===== src/rtl/led_pkg.sv =====
// rtl/led_pkg.sv - shared FSM encoding and default WS2812 timing for the LED strip controller
package led_pkg;

   typedef enum logic [1:0] {
      ST_IDLE  = 2'd0,
      ST_FETCH = 2'd1,
      ST_SEND  = 2'd2,
      ST_LATCH = 2'd3
   } led_state_e;

   localparam int DEF_N_LEDS     = 64;
   localparam int DEF_T0H        = 10;
   localparam int DEF_T1H        = 20;
   localparam int DEF_TBIT       = 31;
   localparam int DEF_TRES       = 1250;
   localparam int BITS_PER_PIXEL = 24;

endpackage


===== src/rtl/ws2812_bit_timer.sv =====
// rtl/ws2812_bit_timer.sv - per-bit cycle counter with high/low compare for one WS2812 bit slot
module ws2812_bit_timer
   import led_pkg::*;
#(
   parameter int T0H  = DEF_T0H,
   parameter int T1H  = DEF_T1H,
   parameter int TBIT = DEF_TBIT
) (
   input  logic clk,
   input  logic rstn,
   input  logic en,
   input  logic bit_val,
   output logic high,
   output logic first_cycle,
   output logic last_cycle
);

   localparam int CW = $clog2(TBIT);
   localparam logic [CW-1:0] T0H_C   = CW'(T0H);
   localparam logic [CW-1:0] T1H_C   = CW'(T1H);
   localparam logic [CW-1:0] TLAST_C = CW'(TBIT - 1);

   logic [CW-1:0] cnt_q, cnt_d;

   assign first_cycle = en && (cnt_q == '0);
   assign last_cycle  = en && (cnt_q == TLAST_C);
   assign high        = en && (cnt_q < (bit_val ? T1H_C : T0H_C));

   // The counter free-runs across bit and pixel boundaries while enabled.
   always_comb begin
      cnt_d = cnt_q;
      if (!en || last_cycle) begin
         cnt_d = '0;
      end else begin
         cnt_d = cnt_q + 1'b1;
      end
   end

   always_ff @(posedge clk or negedge rstn) begin
      if (!rstn) begin
         cnt_q <= '0;
      end else begin
         cnt_q <= cnt_d;
      end
   end

endmodule


===== src/rtl/led_strip_controller.sv =====
// rtl/led_strip_controller.sv - WS2812 frame engine: fetches GRB pixels and serialises them with reset latch
module led_strip_controller
   import led_pkg::*;
#(
   parameter int N_LEDS = DEF_N_LEDS,
   parameter int T0H    = DEF_T0H,
   parameter int T1H    = DEF_T1H,
   parameter int TBIT   = DEF_TBIT,
   parameter int TRES   = DEF_TRES
) (
   input  logic                      clk,
   input  logic                      rstn,
   input  logic                      start,
   output logic                      busy,
   output logic                      done,
   output logic                      pix_rd,
   output logic [$clog2(N_LEDS)-1:0] pix_addr,
   input  logic [23:0]               pix_data,
   output logic                      dout
);

   localparam int AW = $clog2(N_LEDS);
   localparam int LW = $clog2(TRES + 1);
   localparam logic [AW-1:0] LAST_PIX   = AW'(N_LEDS - 1);
   localparam logic [LW-1:0] LAST_LATCH = LW'(TRES - 1);
   localparam logic [4:0]    LAST_BIT   = 5'(BITS_PER_PIXEL - 1);

   led_state_e    state_q, state_d;
   logic          fetch_wait_q, fetch_wait_d;
   logic          prefetch_pend_q, prefetch_pend_d;
   logic          done_q, done_d;
   logic [23:0]   shift_q, shift_d;
   logic [23:0]   hold_q, hold_d;
   logic [4:0]    bit_q, bit_d;
   logic [AW-1:0] pix_idx_q, pix_idx_d;
   logic [LW-1:0] latch_cnt_q, latch_cnt_d;

   logic tmr_high, tmr_first, tmr_last, last_pix;

   ws2812_bit_timer #(
      .T0H  (T0H),
      .T1H  (T1H),
      .TBIT (TBIT)
   ) u_bit_timer (
      .clk         (clk),
      .rstn        (rstn),
      .en          (state_q == ST_SEND),
      .bit_val     (shift_q[23]),
      .high        (tmr_high),
      .first_cycle (tmr_first),
      .last_cycle  (tmr_last)
   );

   assign last_pix = (pix_idx_q == LAST_PIX);
   assign dout     = tmr_high;
   assign busy     = (state_q != ST_IDLE);
   assign done     = done_q;

   always_comb begin
      state_d         = state_q;
      fetch_wait_d    = fetch_wait_q;
      prefetch_pend_d = 1'b0;
      done_d          = 1'b0;
      shift_d         = shift_q;
      hold_d          = hold_q;
      bit_d           = bit_q;
      pix_idx_d       = pix_idx_q;
      latch_cnt_d     = latch_cnt_q;
      pix_rd          = 1'b0;
      pix_addr        = pix_idx_q;

      if (prefetch_pend_q) begin
         hold_d = pix_data;
      end

      case (state_q)
         ST_IDLE: begin
            if (start) begin
               state_d      = ST_FETCH;
               fetch_wait_d = 1'b0;
               pix_idx_d    = '0;
            end
         end
         // Two cycles: strobe the read, then capture the returned pixel.
         ST_FETCH: begin
            if (!fetch_wait_q) begin
               pix_rd       = 1'b1;
               pix_addr     = '0;
               fetch_wait_d = 1'b1;
            end else begin
               shift_d      = pix_data;
               bit_d        = '0;
               fetch_wait_d = 1'b0;
               state_d      = ST_SEND;
            end
         end
         ST_SEND: begin
            // Next pixel is fetched at the start of the final bit so it is ready a full slot early.
            if ((bit_q == LAST_BIT) && tmr_first && !last_pix) begin
               pix_rd          = 1'b1;
               pix_addr        = pix_idx_q + 1'b1;
               prefetch_pend_d = 1'b1;
            end
            if (tmr_last) begin
               if (bit_q == LAST_BIT) begin
                  bit_d = '0;
                  if (last_pix) begin
                     state_d     = ST_LATCH;
                     latch_cnt_d = '0;
                  end else begin
                     shift_d   = hold_q;
                     pix_idx_d = pix_idx_q + 1'b1;
                  end
               end else begin
                  shift_d = {shift_q[22:0], 1'b0};
                  bit_d   = bit_q + 1'b1;
               end
            end
         end
         ST_LATCH: begin
            if (latch_cnt_q == LAST_LATCH) begin
               state_d     = ST_IDLE;
               done_d      = 1'b1;
               latch_cnt_d = '0;
               pix_idx_d   = '0;
            end else begin
               latch_cnt_d = latch_cnt_q + 1'b1;
            end
         end
         default: state_d = ST_IDLE;
      endcase
   end

   always_ff @(posedge clk or negedge rstn) begin
      if (!rstn) begin
         state_q         <= ST_IDLE;
         fetch_wait_q    <= 1'b0;
         prefetch_pend_q <= 1'b0;
         done_q          <= 1'b0;
         shift_q         <= '0;
         hold_q          <= '0;
         bit_q           <= '0;
         pix_idx_q       <= '0;
         latch_cnt_q     <= '0;
      end else begin
         state_q         <= state_d;
         fetch_wait_q    <= fetch_wait_d;
         prefetch_pend_q <= prefetch_pend_d;
         done_q          <= done_d;
         shift_q         <= shift_d;
         hold_q          <= hold_d;
         bit_q           <= bit_d;
         pix_idx_q       <= pix_idx_d;
         latch_cnt_q     <= latch_cnt_d;
      end
   end

endmodule


===== config.mk =====
export PLATFORM = sky130hd
export DESIGN_NAME = led_strip_controller
export DESIGN_NICKNAME = d
export VERILOG_FILES = /design/src/rtl/led_pkg.sv /design/src/rtl/ws2812_bit_timer.sv /design/src/rtl/led_strip_controller.sv
export SDC_FILE = /design/constraint.sdc
export NUM_CORES = 1
export LEC_CHECK = 0
export CORE_MARGIN = 2
export CORE_UTILIZATION = 45
export DETAILED_ROUTE_END_ITERATION = 8
export GPL_TIMING_DRIVEN = 1
export PLACE_DENSITY = 0.75
export SYNTH_ARGS = -nofsm -noshare
export SYNTH_HDL_FRONTEND = slang
export SYNTH_SLANG_ARGS = --single-unit

===== constraint.sdc =====
create_clock -name clk -period 6.3 [get_ports clk]
set_clock_uncertainty 0.05 [all_clocks]
set_input_delay 1.26 -clock clk [delete_from_list [all_inputs] [get_ports clk]]
set_output_delay 1.26 -clock clk [all_outputs]
set_load 0.01 [all_outputs]

==> flow_summary.toml, run 1 <==
[run_status]
outcome = "finished clean"

[worst_setup_path]
critPathTopFamily = "buffers and inverters"
path_cells = "inv_1 > ha_2 > buf_4 > o2111ai_1 > inv_1 > nand2_1 > o21ai_0 > a22o_1 > clkdlybuf4s50_1"
path_max_fanout = 77
cpMostUsedCell = "inv_1"
crit_start = "state_q[0]"
crit_arrival_ps = 3260
regToRegStartpoint = "latch_cnt_q[3]"
crit_buf_inv = 4
cp-end-kind = "output pin"
worstPathRequired_ps = 4990
criticalPathCategory = "reg -> out"
slowest_stage = "buf_4"
cp_slowest_stage_delay_ps = 540
startpoint_type = "register"

[power]
p_int_mw = 1.07
vdd_drop_max_uv = 168
power.switching_mw = 0.728
power_density_nw_per_um2 = 371
combPwrFrac_pct = 41.1
p_sw_share_pct = 40.5
p_seq_share_pct = 39.0
p_clk_share_pct = 19.9
power_mw = 1.80
total_leakage_power_nw = 2.13

[synth]
synth.net_count = 500
synth_edf_count = 0
synth_cell_types = 52
synth_top_family_by_area = "simple AND/OR/NAND/NOR gates"
syn_area_per_cell_um2 = 9.27
syn_inst = 458
synth_most_common_cell = "nand2_1"
synth.area.mux_share_pct = 7.19
synth_warnings = 0
ys_top_cells_by_area = "dfrtp_1 (47%), o21ai_0 (8.8%), nand2_1 (8.2%)"
synthFlopType = "dfrtp_1"
ys_ff_latch = 80
synthArstFlopShare_pct = 100
synth_top_area_share_pct = 47.2
synthTopCellsByCount = "nand2_1 (93), dfrtp_1 (80), o21ai_0 (75)"
synth_top_area_cell = "dfrtp_1"
yosysSeqAreaShare_pct = 47.2
syn-cell-area_um2 = 4250
synth_xor_area_share_pct = 0.619
synth_compound_area_share_pct = 16.9
synth-adder-area-share_pct = 4.42
synth-simple-area-share_pct = 20.1

[sta]
hold_slack_ps = 435
maxSlewViolCount = 0
worst_slew_pin_slew_ps = 1120
period_needed_ps = 4570
hold_violations = 0
finalWorstSetupSlack_ps = 1730
fmax_mhz = 219
rsz0062_at_grt = "no"
timing.slew.headroom_pct = 25.6
fin_tns_setup_ps = 0
setup_viol = 0
finalCritPeriodShare_pct = 72.5

[placement]
placedCellCount = 581
dp_slack_ps = 2100
post_dp_cell_area_um2 = 4660
port_buffers = 36
place.gp.congestion = 0.824
hpwl_mm = 5.65

[drt]
via_count = 3344
drc = 0
wl_per_cell_um = 14.6
first_pass_iters = 4
postRouteAntennaNets = 0
drt_iter0_markers = 192
wirelength_mm = 8.69
vias_per_cell = 5.60

[clocking]
clock_sinks = 80
cts_resized = 0
post_cts_buffers = 0
hold_buffers = 0
htree_levels = 3
cts.clk_slew.worst_paths_ps = 80
cts_tree = "yes"
cts_inserted_buffers = 9
worstSkewPairLatency_ps = 360
cts_root_buffer = "clkbuf_8"
clock_path_buffers = 2

[hold_path]
min_path_type = "reg -> reg"
hold_start = "latch_cnt_q[10]"

[floorplan]
core_um2 = 9200
die_area_um2 = 10200
rows = 35
dieHeight_um = 101
initial_core_util_pct = 46.2
io_pins = 37
die_w_um = 101

[layout]
syn2layout_area_growth_pct = 14.1
post-route-cell-area_um2 = 4840
nFillCells = 852
drive_above_1_share_pct = 11.1
fin_nets = 523
utilization_pct = 52.7
antennaDiodeCount = 0
instances_no_fill = 597

[global_route]
groute.usage.overall_pct = 18.7
grt_max_degree = 81
antenna_found_initial = 0
grt_pass1_wl_mm = 15.4
gr-total-overflow = 0
first_global_vias = 3267

[job]
maxCapViolCount = 0
## cell families (layout without fill, tap and decap cells)
family | after synthesis | count (layout)
xor+xnor | 3 | 3
simple gates | 180 | 180
compound gates | 115 | 115
fa+ha+maj | 15 | 15
buf+inv | 38 | 66
flops | 80 | 80
mux | 27 | 27
## power groups by stage
stage | combinational, mW | sequential (mW) | clock (mW)
2_1_floorplan | 0.571 | 0.691 | 0
3_3_place_gp | 0.717 | 0.704 | 0
3_5_place_dp | 0.740 | 0.710 | 0
4_1_cts | 0.745 | 0.700 | 0.369
5_1_grt | 0.859 | 0.718 | 0.392
6_report | 0.738 | 0.701 | 0.357
## registers in the layout (all words and copies together), names as in the netlist, 2 cells and up
signal	cells
state_q	2
shift_q	24
u_bit_timer.cnt_q	5
bit_q	5
hold_q	24
latch_cnt_q	11
pix_idx_q	6
## worst reg2reg max path, stage by stage, from the launching register on
cell	delay (ps)
dfrtp_1	420
or4b_4	590
o41ai_4	830
nand2b_1	440
nand2b_1	150
o21ai_0	70
## layout by cell type, fill, tap and decap left out, types with 3 or more instances in the layout
cell	instances
buf_4	5
a21oi_1	5
clkbuf_8	10
inv_1	10
a22o_1	3
o31ai_1	10
nand2_1	93
nor2_1	12
ha_1	14
o21ai_0	75
clkdlybuf4s50_1	35
nand4_1	8
dfrtp_1	80
nand2b_1	7
mux2_2	24
a21o_1	3
o41ai_1	3
and2_1	3
nand3_1	37
## area by class of cell
cell class                      instances  area (um^2)  area share [%]
Sequential cell                        80         2000            41.3
Inverter                               10         37.5           0.775
Clock buffer                           10          138            2.84
Clock inverter                          6         50.0            1.03
Tap cell                              111          139            2.87
Multi-Input combinational cell        340         2090            43.2
Timing Repair Buffer                   40          388            8.01
## metal layers
layer	vias to the layer above	GRT usage (%)	routed length [um]
met2	56	28.5	4020
met1	1603	27.1	4260
met5	-	0	0
li1	1675	-	-
met3	10	3.11	287
met4	0	6.65	119
## path summary, 6_finish.rpt
path | slack (ps) | depth (start not counted) | endpoint
worst max-delay path | 1730 | 9 | pix_addr[2]
worst min-delay path | 430 | 1 | latch_cnt_q[10]
worst max register to register | 3640 | 5 | latch_cnt_q[6]
worst min register to register | 430 | 1 | latch_cnt_q[10]
max in group asynchronous | 4520 | 1 | bit_q[0]
min in group asynchronous | 1010 | 1 | latch_cnt_q[5]
Note: power is estimated with default switching activity, not from simulation.
==> run 2: changes to the inputs <==
--- a/config.mk
+++ b/config.mk
@@ -9,7 +9,7 @@
 export CORE_UTILIZATION = 45
 export DETAILED_ROUTE_END_ITERATION = 8
 export GPL_TIMING_DRIVEN = 1
-export PLACE_DENSITY = 0.75
+export PLACE_DENSITY = 0.77
 export SYNTH_ARGS = -nofsm -noshare
 export SYNTH_HDL_FRONTEND = slang
 export SYNTH_SLANG_ARGS = --single-unit
==> constraint.sdc (replaced) <==
create_clock -name clk -period 4.2 [get_ports clk]
set_clock_uncertainty 0.05 [all_clocks]
set_input_delay 0.84 -clock clk [delete_from_list [all_inputs] [get_ports clk]]
set_output_delay 0.84 -clock clk [all_outputs]
set_load 0.01 [all_outputs]
==> run 2 against run 1 <==
Compared with the run above: setup slack worse by 1300 ps; non-clock buffer count stayed put; global-route usage is 0.39 points lower; register-to-register slack worse by 2000 ps; clock-buffer cell count stayed put; sequential cell count stayed put; final cell count stayed put; critical path type unchanged; critical endpoint unchanged.
==> flow_summary.toml, run 2 (synthesized netlist as in run 1, its figures left out) <==
[run_status]
outcome = "finished clean"

[layout]
instances_no_fill = 597
fin_nets = 523
reg.largest.list = "hold_q x24, shift_q x24, latch_cnt_q x11"
antennaDiodeCount = 0
layout_commonest_cell = "nand2_1"
final_cell_mix = "nand2_1 (93), dfrtp_1 (80), o21ai_0 (75), nand3_1 (37), clkdlybuf4s50_1 (35)"
drive_above_1_share_pct = 11.1
syn2layout_area_growth_pct = 14.2

[global_route]
gr-total-overflow = 0
grt_pass1_wl_mm = 15.0
groute.usage.overall_pct = 18.3
antenna_found_initial = 0
grt_max_degree = 81
first_global_vias = 3121

[power]
total_leakage_power_nw = 2.13
vdd_drop_max_uv = 248
power_mw = 2.73
power_density_nw_per_um2 = 562

[floorplan]
core_um2 = 9200
dieHeight_um = 101
die_area_um2 = 10200
io_pins = 37
rows = 35
initial_core_util_pct = 46.2
die_w_um = 101

[clocking]
cts_tree = "yes"
cts.clk_slew.worst_paths_ps = 90
clock_path_buffers = 2
htree_levels = 3
worstSkewPairLatency_ps = 360
post_cts_buffers = 0
hold_buffers = 0
cts_inserted_buffers = 9
clock_sinks = 80
cts_root_buffer = "clkbuf_8"
cts_resized = 0

[drt]
drt_iter0_markers = 228
vias_per_cell = 5.65
wl_per_cell_um = 14.7
drc = 0
via_count = 3376
first_pass_iters = 4
wirelength_mm = 8.75
postRouteAntennaNets = 0

[sta]
rsz0062_at_grt = "no"
fin_tns_setup_ps = 0
setup_viol = 0
maxSlewViolCount = 0
period_needed_ps = 3810
hold_violations = 0
finalCritPeriodShare_pct = 90.7
worst_slew_pin_slew_ps = 1030
fmax_mhz = 263
timing.slew.headroom_pct = 31.2

[worst_setup_path]
path_max_fanout = 8
crit_arrival_ps = 2920
worstPathRequired_ps = 3310
criticalPathCategory = "reg -> out"
startpoint_type = "register"
cp-end-kind = "output pin"

[placement]
place.gp.congestion = 0.894
port_buffers = 36
placedCellCount = 581
hpwl_mm = 5.60

[job]
maxCapViolCount = 0

[hold_path]
min_path_type = "reg -> reg"
run 2: final cells by class:
| cell class | instances | area, um^2 |
|---|---|---|
| well taps | 111 | 139 |
| repair buffers | 40 | 388 |
| flip-flops and latches | 80 | 2000 |
| clock inverters | 6 | 52.6 |
| multi-input cells | 340 | 2090 |
| inverters | 10 | 37.5 |
| clock buffers | 10 | 138 |
| fillers | 816 | 4350 |
run 2: worst max-delay path: stages (launching register included):
cell and delay (ps):
dfrtp_1 430, ha_1 260, nand3_1 230, o2111ai_1 580, inv_1 180, nand2_1 100
o21ai_0 70, a22o_1 230, clkdlybuf4s50_1 470
run 2: final timing paths:
path                                 from        endpoint  slack (ps)  cells past startpoint
max                          pix_idx_q[0]     pix_addr[2]         390                      8
min                            shift_q[2]      shift_q[2]         440                      2
max reg2reg                latch_cnt_q[3]    pix_idx_q[5]        1600                      5
min reg2reg                    shift_q[2]      shift_q[2]         440                      2
max in group asynchronous            rstn     shift_q[22]        2880                      1
min in group asynchronous            rstn  latch_cnt_q[0]         590                      1
run 2: metrics by stage:
stage | hold WS [ps] | setup WS (ps) | area, um^2 | utilization (%)
finish | 437 | 391 | 4850 | 52.7
CTS | 441 | 423 | 4850 | 52.7
global route | 456 | 54.9 | 4850 | 52.7
detailed placement | 420 | 817 | 4660 | 50.6
floorplan | 395 | 1390 | 4250 | -
global placement | 411 | 929 | 4660 | 50.6
run 2: report_power, final:
group          switching (mW)  leakage (nW)  internal [mW]
Clock                   0.315        0.0910          0.239
Combinational           0.694         0.980          0.429
Sequential              0.109          1.06          0.940
run 2: routing by layer:
metal / up-vias / global-route usage (%) / part of all wire, %
li1: 1666 / - / -
met1: 1631 / 27.0 / 49
met2: 66 / 26.7 / 46
met3: 13 / 3.93 / 3.8
met4: 0 / 6.34 / 1.6
met5: - / 0 / 0
